**src/rtl/lda_line_scheduler_if.sv**
```systemverilog
// rtl/lda_line_scheduler_if.sv - command, LDA and status signals of lda_line_scheduler
interface lda_line_scheduler_if;
  logic        req0_valid;
  logic [36:0] req0_cmd;
  logic        req0_ready;
  logic        req1_valid;
  logic [36:0] req1_cmd;
  logic        req1_ready;
  logic        start;
  logic [8:0]  x0;
  logic [7:0]  y0;
  logic [8:0]  x1;
  logic [7:0]  y1;
  logic [2:0]  colour;
  logic        done;
  logic        busy;
  logic        grant_id;
  logic [15:0] lines_done;
  logic        err_timeout;
  logic        err_clear;

  modport slave (
    input  req0_valid, req0_cmd, req1_valid, req1_cmd, done, err_clear,
    output req0_ready, req1_ready, start, x0, y0, x1, y1, colour,
           busy, grant_id, lines_done, err_timeout
  );

  modport master (
    output req0_valid, req0_cmd, req1_valid, req1_cmd, done, err_clear,
    input  req0_ready, req1_ready, start, x0, y0, x1, y1, colour,
           busy, grant_id, lines_done, err_timeout
  );
endinterface

```
**src/rtl/lda_line_scheduler.sv**
```systemverilog
// rtl/lda_line_scheduler.sv - round-robin LDA command scheduler with done watchdog
module lda_line_scheduler #(
  parameter int unsigned TIMEOUT = 200000
) (
  input logic                 clk,
  input logic                 reset_n,
  lda_line_scheduler_if.slave bus
);
  typedef enum logic [1:0] {
    IDLE      = 2'd0,
    LAUNCH    = 2'd1,
    WAIT_DONE = 2'd2
  } state_e;

  localparam logic [19:0] WD_LAST = 20'(TIMEOUT - 1);

  state_e      state_q, state_d;
  logic        rr_q, rr_d;
  logic        grant_id_q, grant_id_d;
  logic        err_q, err_d;
  logic [8:0]  x0_q, x0_d, x1_q, x1_d;
  logic [7:0]  y0_q, y0_d, y1_q, y1_d;
  logic [2:0]  colour_q, colour_d;
  logic [15:0] lines_done_q, lines_done_d;
  logic [19:0] wd_q, wd_d;
  logic        idle, grant0, grant1;
  logic [36:0] cmd_sel;

  // rr names the requester that wins when both are valid
  assign idle    = (state_q == IDLE);
  assign grant0  = bus.req0_valid & (~bus.req1_valid | ~rr_q);
  assign grant1  = bus.req1_valid & (~bus.req0_valid | rr_q);
  assign cmd_sel = grant1 ? bus.req1_cmd : bus.req0_cmd;

  always_comb begin
    state_d      = state_q;
    rr_d         = rr_q;
    grant_id_d   = grant_id_q;
    x0_d         = x0_q;
    y0_d         = y0_q;
    x1_d         = x1_q;
    y1_d         = y1_q;
    colour_d     = colour_q;
    lines_done_d = lines_done_q;
    wd_d         = wd_q;
    err_d        = bus.err_clear ? 1'b0 : err_q;

    case (state_q)
      IDLE: begin
        if (grant0 | grant1) begin
          x0_d       = cmd_sel[8:0];
          y0_d       = cmd_sel[16:9];
          x1_d       = cmd_sel[25:17];
          y1_d       = cmd_sel[33:26];
          colour_d   = cmd_sel[36:34];
          grant_id_d = grant1;
          rr_d       = ~grant1;
          state_d    = LAUNCH;
        end
      end
      LAUNCH: begin
        wd_d    = '0;
        state_d = WAIT_DONE;
      end
      WAIT_DONE: begin
        wd_d = wd_q + 20'd1;
        // done takes priority over a watchdog expiring in the same cycle
        if (bus.done) begin
          lines_done_d = lines_done_q + 16'd1;
          state_d      = IDLE;
        end else if (wd_q == WD_LAST) begin
          err_d   = 1'b1;
          state_d = IDLE;
        end
      end
      default: state_d = IDLE;
    endcase
  end

  always_ff @(posedge clk or negedge reset_n) begin
    if (!reset_n) begin
      state_q      <= IDLE;
      rr_q         <= 1'b0;
      grant_id_q   <= 1'b0;
      x0_q         <= '0;
      y0_q         <= '0;
      x1_q         <= '0;
      y1_q         <= '0;
      colour_q     <= '0;
      lines_done_q <= '0;
      wd_q         <= '0;
      err_q        <= 1'b0;
    end else begin
      state_q      <= state_d;
      rr_q         <= rr_d;
      grant_id_q   <= grant_id_d;
      x0_q         <= x0_d;
      y0_q         <= y0_d;
      x1_q         <= x1_d;
      y1_q         <= y1_d;
      colour_q     <= colour_d;
      lines_done_q <= lines_done_d;
      wd_q         <= wd_d;
      err_q        <= err_d;
    end
  end

  assign bus.req0_ready  = idle & grant0;
  assign bus.req1_ready  = idle & grant1;
  assign bus.start       = (state_q == LAUNCH);
  assign bus.busy        = ~idle;
  assign bus.grant_id    = grant_id_q;
  assign bus.x0          = x0_q;
  assign bus.y0          = y0_q;
  assign bus.x1          = x1_q;
  assign bus.y1          = y1_q;
  assign bus.colour      = colour_q;
  assign bus.lines_done  = lines_done_q;
  assign bus.err_timeout = err_q;
endmodule
```
**src/flat_wrapper.sv**
```systemverilog
// flat-port wrapper written by rule: the top's interface ports become plain ports
module lda_line_scheduler_flat 
#(
  parameter int unsigned TIMEOUT = 200000
)
  (clk, reset_n, bus_req0_valid, bus_req0_cmd, bus_req1_valid, bus_req1_cmd, bus_done, bus_err_clear, bus_req0_ready, bus_req1_ready, bus_start, bus_x0, bus_y0, bus_x1, bus_y1, bus_colour, bus_busy, bus_grant_id, bus_lines_done, bus_err_timeout);
  lda_line_scheduler_if bus_i ();
  input logic clk;
  input logic reset_n;
  input wire logic [$bits(bus_i.req0_valid)-1:0] bus_req0_valid;
  input wire logic [$bits(bus_i.req0_cmd)-1:0] bus_req0_cmd;
  input wire logic [$bits(bus_i.req1_valid)-1:0] bus_req1_valid;
  input wire logic [$bits(bus_i.req1_cmd)-1:0] bus_req1_cmd;
  input wire logic [$bits(bus_i.done)-1:0] bus_done;
  input wire logic [$bits(bus_i.err_clear)-1:0] bus_err_clear;
  output wire logic [$bits(bus_i.req0_ready)-1:0] bus_req0_ready;
  output wire logic [$bits(bus_i.req1_ready)-1:0] bus_req1_ready;
  output wire logic [$bits(bus_i.start)-1:0] bus_start;
  output wire logic [$bits(bus_i.x0)-1:0] bus_x0;
  output wire logic [$bits(bus_i.y0)-1:0] bus_y0;
  output wire logic [$bits(bus_i.x1)-1:0] bus_x1;
  output wire logic [$bits(bus_i.y1)-1:0] bus_y1;
  output wire logic [$bits(bus_i.colour)-1:0] bus_colour;
  output wire logic [$bits(bus_i.busy)-1:0] bus_busy;
  output wire logic [$bits(bus_i.grant_id)-1:0] bus_grant_id;
  output wire logic [$bits(bus_i.lines_done)-1:0] bus_lines_done;
  output wire logic [$bits(bus_i.err_timeout)-1:0] bus_err_timeout;
  assign bus_i.req0_valid = bus_req0_valid;
  assign bus_i.req0_cmd = bus_req0_cmd;
  assign bus_i.req1_valid = bus_req1_valid;
  assign bus_i.req1_cmd = bus_req1_cmd;
  assign bus_i.done = bus_done;
  assign bus_i.err_clear = bus_err_clear;
  assign bus_req0_ready = bus_i.req0_ready;
  assign bus_req1_ready = bus_i.req1_ready;
  assign bus_start = bus_i.start;
  assign bus_x0 = bus_i.x0;
  assign bus_y0 = bus_i.y0;
  assign bus_x1 = bus_i.x1;
  assign bus_y1 = bus_i.y1;
  assign bus_colour = bus_i.colour;
  assign bus_busy = bus_i.busy;
  assign bus_grant_id = bus_i.grant_id;
  assign bus_lines_done = bus_i.lines_done;
  assign bus_err_timeout = bus_i.err_timeout;
  lda_line_scheduler #(.TIMEOUT(TIMEOUT)) u_core (.clk(clk), .reset_n(reset_n), .bus(bus_i));
endmodule
```
**config.mk**
```make
export PLATFORM = sky130hd
export DESIGN_NAME = lda_line_scheduler_flat
export DESIGN_NICKNAME = d
export VERILOG_FILES = /design/src/rtl/lda_line_scheduler_if.sv /design/src/rtl/lda_line_scheduler.sv /design/src/flat_wrapper.sv
export SDC_FILE = /design/constraint.sdc
export NUM_CORES = 1
export LEC_CHECK = 0
export CORE_MARGIN = 2
export CORE_UTILIZATION = 40
export CTS_CLUSTER_SIZE = 40
export DETAILED_ROUTE_END_ITERATION = 10
export HOLD_SLACK_MARGIN = 0.03
export PLACE_DENSITY = 0.76
export SLEW_MARGIN = 20
export SYNTH_ARGS = -nofsm -noshare
export SYNTH_HDL_FRONTEND = slang
export SYNTH_SLANG_ARGS = --single-unit
export TNS_END_PERCENT = 50
```
**constraint.sdc**
```tcl
create_clock -name clk -period 2 [get_ports clk]
set_clock_uncertainty 0.1 [all_clocks]
set_input_delay 0.2 -clock clk [delete_from_list [all_inputs] [get_ports clk]]
set_output_delay 0.2 -clock clk [all_outputs]
set_load 0.02 [all_outputs]
```
Word-level counts from Yosys, hierarchy flattened --
Cells that the tools add are included.
Operators by class: add/sub/neg operators 2, equal/unequal tests 5, multiplexer cells 10, bitwise operators 12, reduce and logical (&&, ||, !) cells 5
Operator list (count):
- 20-bit case mux with 2 select lines | 1
- 37-bit two-way mux | 1
- 20-bit by 1-bit adder with 20-bit output, second input constant | 1
- 20-bit by 18-bit == test with 1-bit output, second input constant | 1
- 16-bit by 1-bit adder with 16-bit output, second input constant | 1
- 2-bit two-way mux | 3
- 2-bit case mux with 3 select lines | 1
- 2-bit AND reduction | 3
- 1-bit NOT | 5
- 1-bit AND | 4
- 1-bit two-way mux | 4
- 3-bit by 2-bit != test with 1-bit output, second input constant | 1
- 1-bit OR | 3
- 2-bit by 1-bit == test with 1-bit output, second input constant | 1
- 2-bit == test, second input constant | 1
- 2-bit logical NOT | 1
- 2-bit != test, second input constant | 1
- 2-bit nonzero test | 1
Storage, ports and cells: register bits 78, input port bits 80, word-level logic and storage cells 45

Logic depth before layout (Yosys ltp) --
Gate-level depths: netlist of run 1.
depth after elaboration 6, depth in mapped cells 7, depth with buffers taken out 6

Least setup slack after synthesis of run 1 --
OpenSTA, ideal clock, no wires.
path type register to register, from reg u_core.state_q[0], to reg u_core.grant_id_q (netlist: u_core.bus.grant_id), library setup time 0.118 ns, arrival time 1.948 ns, data required time 1.782 ns, path slack -0.166 ns, cell stages (with the launch flop) 8, path buffers 1, path through dfrtp_1 inv_1 ha_1 inv_1 a211oi_2 clkbuf_1 inv_1 a21o_1
On the way: cells in the longest elaborated chain, start to end 2
RTL lines:
- start: declaration | line lda_line_scheduler.sv:17 | state_e state_q, state_d;
- start signal: assignment | line lda_line_scheduler.sv:94 | state_q <= state_d;
- 2-bit logical NOT | line lda_line_scheduler.sv:48 | case (state_q)
- 2-bit AND reduction (no source line)
- end signal: assignment | line lda_line_scheduler.sv:96 | grant_id_q <= grant_id_d;
- end: declaration | line lda_line_scheduler.sv:19 | logic grant_id_q, grant_id_d;
No other way between the ends. A chain may end at the register's enable or synchronous reset.

Worst setup path in the final report of run 1 --
from reg u_core.state_q[1], to reg u_core.wd_q[18]
On the way: cells in the longest elaborated chain, start to end 2, elaborated cells on any way between the ends 4, classes of those cells eq/ne: 2; mux: 1; reduce/logical: 1
RTL lines:
- 2-bit == test / 2-bit by 1-bit == test with 1-bit output (equally long branches) | line lda_line_scheduler.sv:48
- 20-bit case mux with 2 select lines / 2-bit nonzero test (equally long branches)
- end signal: assignment | line lda_line_scheduler.sv:103 | wd_q <= wd_d;
- end: declaration | line lda_line_scheduler.sv:25 | logic [19:0] wd_q, wd_d;
Several ways; a longest one is shown, not always the timed one.

==> impl_metrics.yaml, run 1 <==
grt:
  grt_max_degree: 39
  grt_first_pass_wirelength_um: 16300
  grt_pass1_vias: 3399
  overflow: 0
  track_usage_pct: 20.3
  antenna_found_initial: 0
setup_path:
  crit_buf_inv: 1
  critPathMaxFanout: 6
  crit_path_end_kind: "register"
  critical_path_class: "reg -> reg"
  critical-path-slowest-cell: "or4_1"
  reg2reg_from: "u_core.state_q[1]$_DFFE_PN0P_"
  cp_top_family: "simple AND/OR/NAND/NOR gates"
  required_ps: 2170
  arrival_ps: 2230
  crit_path_start: "u_core.state_q[1]$_DFFE_PN0P_"
  startpoint_type: "register"
  crit_path_max_incr_delay_ps: 480
  worstPathCellList: "inv_2, ha_4, nand4_1, or4_4, or4_1, a21oi_1"
  r2r_setup_slack_ps: -60
place:
  dp_hpwl_um: 7670
  routabilityCongestion: 0.891
  dpl-instance-area_um2: 5440
  pre_cts_ws_ps: -50.1
  dp_cells: 620
  port_buffers: 138
die:
  die_w_um: 100
  start_util_pct: 40.8
  die_area_um2: 10100
  coreArea_um2: 9110
  rows: 35
  io_pins: 139
  die_h_um: 100
layout:
  post-route-util_pct: 62.7
  drive_above_1_share_pct: 13.4
  diodes: 0
  final_cell_mix: "clkdlybuf4s50_1 (133), dfrtp_1 (78), nand2_1 (41)"
  area_growth_pct: 53.6
  nNetsFinal: 610
  layout_commonest_cell: "clkdlybuf4s50_1"
  instances_no_fill: 641
  final_area_um2: 5710
  fill_cells: 746
logic_synthesis:
  synth_ff_type: "dfrtp_1"
  synth_edf_count: 0
  ys_types: 42
  synth_cells: 358
  synth_top_area_cell: "dfrtp_1"
  avgSynthCellArea_um2: 10.4
  yosys-top-cells-area: "dfrtp_1 (53%), mux2i_1 (5.9%), o21ai_0 (4.2%)"
  ys_seq_elements: 78
  synth_fp_nets: 443
  synthArstFlopShare_pct: 100
  yosys.area.top_type_share_pct: 52.5
  yosysSeqAreaShare_pct: 52.5
  netlist_area_um2: 3710
  yosysWarningCount: 0
timing:
  hold_slack_ps: 234
  drv_slew: 0
  period_share_pct: 103
  hold_violations: 0
  setup_viol: 2
  worst_pin_slew_ps: 433
  fin_tns_setup_ps: -89.7
  min_period_ps: 2060
  rsz0062_at_grt: "yes"
  fin_ws_ps: -58.7
  slew_headroom_pct: 71.1
  fmax_ghz: 0.486
clocking:
  cts_tree: "yes"
  cts_buffer_depth: 2
  clk_pin_slew_ps: 80
  clkSinkCount: 78
  cts_buffers: 9
  clock_latency_ps: 340
  cts-root-buf: "clkbuf_8"
  cts-htree-levels: 3
power:
  power.total_mw: 6.92
  p_per_area_nw_per_um2: 1210
  p_leak_nw: 2.58
  peakVddDrop_mv: 0.449
drt:
  vias_per_cell: 5.28
  wl_per_cell_um: 15.7
  firstDrtPassIters: 4
  drcViolationCount: 0
  vias: 3383
  drt_iter0_markers: 121
  ant_nets: 0
  wirelength_um: 10000
worst_hold_path:
  hold_class: "in -> async"
status:
  status: "finished with violations"
  violations: "negative setup slack"
flow_run:
  cap_violations: 0
power by group:
part	internal [mW]	switching, mW	total (mW)
combinational	1.66	1.73	3.40
sequential	2.04	0.299	2.34
clock	0.611	0.578	1.19
cell usage after synthesis, drive strengths merged, types with 8 or more instances:
| cell | number |
|---|---|
| a21o | 18 |
| a22o | 16 |
| clkbuf | 13 |
| dfrtp | 78 |
| inv | 13 |
| mux2i | 22 |
| nand2 | 41 |
| nand3 | 17 |
| nand4 | 9 |
| nor2 | 15 |
| o21ai | 32 |
| or4 | 8 |
| xnor2 | 17 |
layer usage:
metal / track usage (%) / vias to the layer above / wire length, um
met2: 34.2 / 123 / 4780
met1: 25.4 / 1618 / 4280
met5: 0 / - / 0
met4: 7.27 / 0 / 183
li1: - / 1623 / -
met3: 5.15 / 19 / 792
cell families after synthesis:
kind of cell | share of synthesized area, %
compound gates | 15.5
flops | 52.5
simple gates | 15.8
buf+inv | 3.03
fa+ha+maj | 1.68
xor+xnor | 5.19
mux | 6.23
path summary, 6_finish.rpt:
path	cells past startpoint	end
max	6	u_core.wd_q[18]$_DFFE_PN0P_
min	2	u_core.bus.x0[7]$_DFFE_PN0P_
max reg2reg	6	u_core.wd_q[18]$_DFFE_PN0P_
min reg2reg	1	u_core.bus.lines_done[15]$_DFFE_PN0P_
max in group asynchronous	3	u_core.bus.lines_done[4]$_DFFE_PN0P_
min in group clk	2	u_core.bus.x1[8]$_DFFE_PN0P_
registers in the layout (all words and copies together), names as in the netlist, 2 cells and up:
name,cells
u_core.bus.x1,9
u_core.state_q,2
u_core.wd_q,20
u_core.bus.y1,8
u_core.bus.x0,9
u_core.bus.y0,8
u_core.bus.colour,3
u_core.bus.lines_done,16
worst reg2reg max path, cell delays in order, from the launching register on:
cell and delay [ps]:
dfrtp_1 360, inv_2 60, ha_4 270, nand4_1 110, or4_4 470, or4_1 490
a21oi_1 140
area by class of cell:
cell class / count / area, um^2 / area share [%]
Inverter: 13 / 48.8 / 0.855
Tap cell: 111 / 139 / 2.43
Clock buffer: 11 / 141 / 2.48
Sequential cell: 78 / 1950 / 34.2
Clock inverter: 5 / 58.8 / 1.03
Timing Repair Buffer: 172 / 1650 / 29.0
Multi-Input combinational cell: 251 / 1710 / 30.0
repair_timing:
item,in CTS,in global routing
endpoints found under the setup margin,7,12
endpoints found under the hold margin,31,0
pin swaps,1,3
hold buffers,1,0
setup buffers,0,4
gates resized for setup,5,9
Power figures use the tool's default switching activity.
==> run 2, diff against run 1 <==
Settings changed: HOLD_SLACK_MARGIN 0.03 to default, PLACE_DENSITY 0.76 to 0.85.
==> run 2 against run 1 <==
Global-route usage up 0.37 points; final area increased by 0.53%; register-to-register slack lost 30 ps; the flow still finishes with violations (negative setup slack); non-clock buffer count stayed put; via count rose by 0.12%; combinational power about the same; critical endpoint is now u_core.wd_q[19]$_DFFE_PN0P_; sequential share of layout area shrank 0.18 points; final cell count stayed put; critical path type unchanged; sequential cell count is the same; highest routed layer unchanged; largest cell class unchanged; clock power about the same; sequential power about the same; fmax shrank 1.6%.
==> impl_metrics.yaml, run 2 (synthesis results as in run 1) <==
status:
  status: "finished with violations"
  violations: "negative setup slack"
grt:
  grt_first_pass_wirelength_um: 16500
  track_usage_pct: 20.7
  grt_pass1_vias: 3474
  overflow: 0
  antenna_found_initial: 0
  grt_max_degree: 46
timing:
  fmax_ghz: 0.478
  hold_violations: 0
  drv_slew: 0
  rsz0062_at_grt: "yes"
  setup_viol: 5
  fin_ws_ps: -91.7
  hold_slack_ps: 295
  period_share_pct: 105
  slew_headroom_pct: 66.4
  min_period_ps: 2090
  worst_pin_slew_ps: 503
clocking:
  clk_pin_slew_ps: 80
  cts_buffers: 9
  clock_latency_ps: 350
  cts-root-buf: "clkbuf_8"
  clkSinkCount: 78
  cts_buffer_depth: 2
  cts_tree: "yes"
  cts-htree-levels: 3
layout:
  final_area_um2: 5740
  post-route-util_pct: 63.0
  largest_reg_flops: 20
  largest_register: "u_core.wd_q"
  layout_commonest_cell: "clkdlybuf4s50_1"
  final_cell_mix: "clkdlybuf4s50_1 (133), dfrtp_1 (78), nand2_1 (41)"
  drive_above_1_share_pct: 14.0
  area_growth_pct: 54.4
  nNetsFinal: 610
  diodes: 0
power:
  switching_share_pct: 38.3
  peakVddDrop_mv: 0.704
  p_per_area_nw_per_um2: 1210
  seqPwrFrac_pct: 33.4
  power.internal_mw: 4.29
  p_leak_nw: 2.59
  switchingPower_mw: 2.66
  power.total_mw: 6.96
  combPwrFrac_pct: 49.1
  clockPowerShare_pct: 17.5
drt:
  vias: 3387
  drt_iter0_markers: 135
  vias_per_cell: 5.28
  firstDrtPassIters: 4
  ant_nets: 0
  wirelength_um: 10600
  wl_per_cell_um: 16.5
  drcViolationCount: 0
setup_path:
  reg2reg_from: "u_core.state_q[1]$_DFFE_PN0P_"
  critical_path_class: "reg -> reg"
  arrival_ps: 2260
  critPathMaxFanout: 6
  required_ps: 2170
  r2r_setup_slack_ps: -90
  crit_path_end_kind: "register"
  reg2reg_depth: 6
  worstReg2RegEnd: "u_core.wd_q[19]$_DFFE_PN0P_"
  startpoint_type: "register"
die:
  coreArea_um2: 9110
  start_util_pct: 40.8
  die_h_um: 100
  io_pins: 139
  die_w_um: 100
  rows: 35
  die_area_um2: 10100
place:
  dp_hpwl_um: 7860
  port_buffers: 138
  dpl-instance-area_um2: 5450
  routabilityCongestion: 0.896
flow_run:
  cap_violations: 0
worst_hold_path:
  hold_class: "in -> async"
run 2: metrics by stage:
| step | setup slack (ps) | setup TNS [ps] | instances |
|---|---|---|---|
| CTS | -40.2 | -76.1 | 639 |
| global placement | 23.9 | 0 | 622 |
| finish | -91.7 | -272 | 641 |
| detailed placement | -87.5 | -213 | 622 |
| global route | -153 | -793 | 641 |
| floorplan | -36.5 | -109 | 358 |
run 2: critical path, cell delays in order (launching register included):
cell	delay, ps
dfrtp_1	380
inv_2	70
ha_4	270
nand4_1	120
or4_4	480
or4_1	430
a21oi_1	160
run 2: area by class of cell:
type	instances	area (um^2)
Clock buffer	10	138
Clock inverter	6	68.8
Fill cell	709	3370
Inverter	13	48.8
Multi-Input combinational cell	251	1730
Sequential cell	78	1950
Tap cell	111	139
Timing Repair Buffer	172	1660
run 2: power groups by stage:
stage               registers (mW)  logic [mW]  clock network, mW
floorplan                     2.84        1.26                  0
global placement              2.32        3.32                  0
detailed placement            2.35        3.40                  0
CTS                           2.32        3.40               1.24
global route                  2.38        3.68               1.30
finish                        2.32        3.42               1.22
run 2: repair_timing:
action,4_1_cts,5_1_grt
pin swaps,1,0
endpoints found under the setup margin,8,12
buffers inserted,0,2
resized for setup,8,8
hold endpoints to repair,38,0
hold buffers,1,0
run 2: worst max-delay path by stage:
stage | startpoint | slack (ps) | end
6_report | u_core.state_q[1]$_DFFE_PN0P_ | -90 | u_core.wd_q[19]$_DFFE_PN0P_
5_1_grt | u_core.state_q[1]$_DFFE_PN0P_ | -150 | u_core.wd_q[18]$_DFFE_PN0P_
4_1_cts | u_core.state_q[1]$_DFFE_PN0P_ | -40 | u_core.wd_q[19]$_DFFE_PN0P_
3_5_place_dp | u_core.state_q[1]$_DFFE_PN0P_ | -90 | u_core.wd_q[19]$_DFFE_PN0P_
3_3_place_gp | u_core.state_q[1]$_DFFE_PN0P_ | 20 | u_core.wd_q[19]$_DFFE_PN0P_
2_1_floorplan | u_core.state_q[0]$_DFFE_PN0P_ | -40 | u_core.wd_q[18]$_DFFE_PN0P_
run 2: metal layers:
layer | vias up | routed length [um] | GRT usage, %
met3 | 24 | 671 | 4.94
li1 | 1624 | - | -
met1 | 1614 | 4560 | 25.5
met2 | 125 | 5140 | 35.0
met4 | 0 | 233 | 8.22
met5 | - | 0 | 0
==> run 3, diff against run 2 <==
Settings changed: REMOVE_ABC_BUFFERS from default to 1.
==> run 3 against run 2 <==
The flow still finishes with violations (negative setup slack); via count is 0.47% higher; core utilization is 0.25 points lower; clock-buffer cell count is 1 higher; worst setup slack better by 52 ps; sequential cell count stayed put.
==> impl_metrics.yaml, run 3 (synthesis results as in run 1) <==
status:
  status: "finished with violations"
  violations: "negative setup slack"
power:
  seqPwrFrac_pct: 33.1
  switchingPower_mw: 2.68
  p_per_area_nw_per_um2: 1240
  p_leak_nw: 2.57
  peakVddDrop_mv: 0.662
  power.total_mw: 7.07
  switching_share_pct: 37.9
  power.internal_mw: 4.40
  combPwrFrac_pct: 48.5
  clockPowerShare_pct: 18.4
drt:
  drt_iter0_markers: 229
  vias: 3403
  drcViolationCount: 0
  firstDrtPassIters: 4
  ant_nets: 0
  vias_per_cell: 5.33
  wl_per_cell_um: 16.3
  wirelength_um: 10400
grt:
  antenna_found_initial: 0
  grt_use_met3_pct: 5.08
  grt_max_degree: 46
  grt_pass1_vias: 3329
  met1_usage_pct: 25.0
  grt_first_pass_wirelength_um: 16000
  overflow: 0
  use_met2_pct: 35.0
  grt.busiest_layer: "met2"
  track_usage_pct: 20.4
die:
  die_h_um: 100
  die_w_um: 100
  start_util_pct: 40.8
  rows: 35
  coreArea_um2: 9110
  die_area_um2: 10100
  io_pins: 139
layout:
  diodes: 0
  largest_register: "u_core.wd_q"
  final_cell_mix: "clkdlybuf4s50_1 (133), dfrtp_1 (78), nand2_1 (41)"
  drive_above_1_share_pct: 13.5
  layout_commonest_cell: "clkdlybuf4s50_1"
  fill_cells: 709
  final_area_um2: 5710
  nNetsFinal: 607
  area_growth_pct: 53.8
  instances_no_fill: 638
  largest_reg_flops: 20
  post-route-util_pct: 62.7
clocking:
  cts-root-buf: "clkbuf_8"
  cts-htree-levels: 3
  clock_latency_ps: 360
  clk_pin_slew_ps: 90
  clkSinkCount: 78
  cts_tree: "yes"
  cts_buffer_depth: 2
  cts_buffers: 9
timing:
  drv_slew: 0
  worst_pin_slew_ps: 432
  hold_slack_ps: 250
  fin_ws_ps: -39.6
  period_share_pct: 102
  fmax_ghz: 0.490
  hold_violations: 0
  fin_tns_setup_ps: -110
  setup_viol: 3
  rsz0062_at_grt: "yes"
  slew_headroom_pct: 71.2
  min_period_ps: 2040
setup_path:
  critical_path_class: "reg -> reg"
  crit_path_start: "u_core.state_q[0]$_DFFE_PN0P_"
  reg2reg_depth: 6
  endpoint: "u_core.wd_q[17]$_DFFE_PN0P_"
  crit_path_end_kind: "register"
  startpoint_type: "register"
  reg2reg_from: "u_core.state_q[0]$_DFFE_PN0P_"
  worstReg2RegEnd: "u_core.wd_q[17]$_DFFE_PN0P_"
  arrival_ps: 2230
  required_ps: 2190
  r2r_setup_slack_ps: -40
  critPathMaxFanout: 6
place:
  dpl-instance-area_um2: 5420
  port_buffers: 138
  dp_cells: 619
  routabilityCongestion: 0.921
  dp_hpwl_um: 7610
  pre_cts_ws_ps: -84.9
flow_run:
  cap_violations: 0
worst_hold_path:
  hold_class: "in -> async"
==> run 3: cell type report <==
type                       count  area, um^2  share of cell area [%]
timing repair buffer         169        1630                    28.5
inverter                      13        48.8                   0.854
tap                          111         139                    2.43
sequential                    78        1950                    34.2
clock buffer                  11         131                    2.30
clock inverter                 5        83.8                    1.47
multi-input combinational    251        1730                    30.3
==> run 3: worst min-delay path by stage <==
stage / startpoint / endpoint / slack, ps / depth (start not counted)
after CTS: reset_n / u_core.bus.y1[7]$_DFFE_PN0P_ / 220 / 2
after detailed placement: reset_n / u_core.bus.x0[8]$_DFFE_PN0P_ / 70 / 1
after floorplan: reset_n / u_core.bus.colour[0]$_DFFE_PN0P_ / -200 / 0
after global routing: reset_n / u_core.bus.y1[7]$_DFFE_PN0P_ / 290 / 2
after global placement: reset_n / u_core.bus.x0[8]$_DFFE_PN0P_ / 70 / 1
final: reset_n / u_core.bus.y1[7]$_DFFE_PN0P_ / 250 / 2
==> run 3: repair_timing <==
item | CTS | global route
pin swaps | 1 | 1
hold endpoints to repair | 33 | 0
setup endpoints to repair | 11 | 16
buffers inserted | 0 | 2
resized for setup | 14 | 7
hold buffers | 1 | 0
==> run 3: worst max-delay path, stage by stage (launching register included) <==
cell	delay (ps)
dfrtp_1	380
inv_2	60
ha_4	260
nand4_1	120
or4_4	470
or4_4	430
a21oi_2	150
==> run 3: power by group through the flow <==
stage / registers [mW] / logic, mW / clock network (mW)
6_report: 2.34 / 3.43 / 1.30
5_1_grt: 2.39 / 3.68 / 1.40
4_1_cts: 2.34 / 3.43 / 1.32
3_5_place_dp: 2.36 / 3.40 / 0
3_3_place_gp: 2.33 / 3.30 / 0
2_1_floorplan: 2.84 / 1.21 / 0
==> run 3: per-layer routing <==
metal  vias up  share of wire (%)
met5         -                  0
met3        11                7.8
met2       139                 51
met1      1643                 40
met4         0                1.3
li1       1610                  -
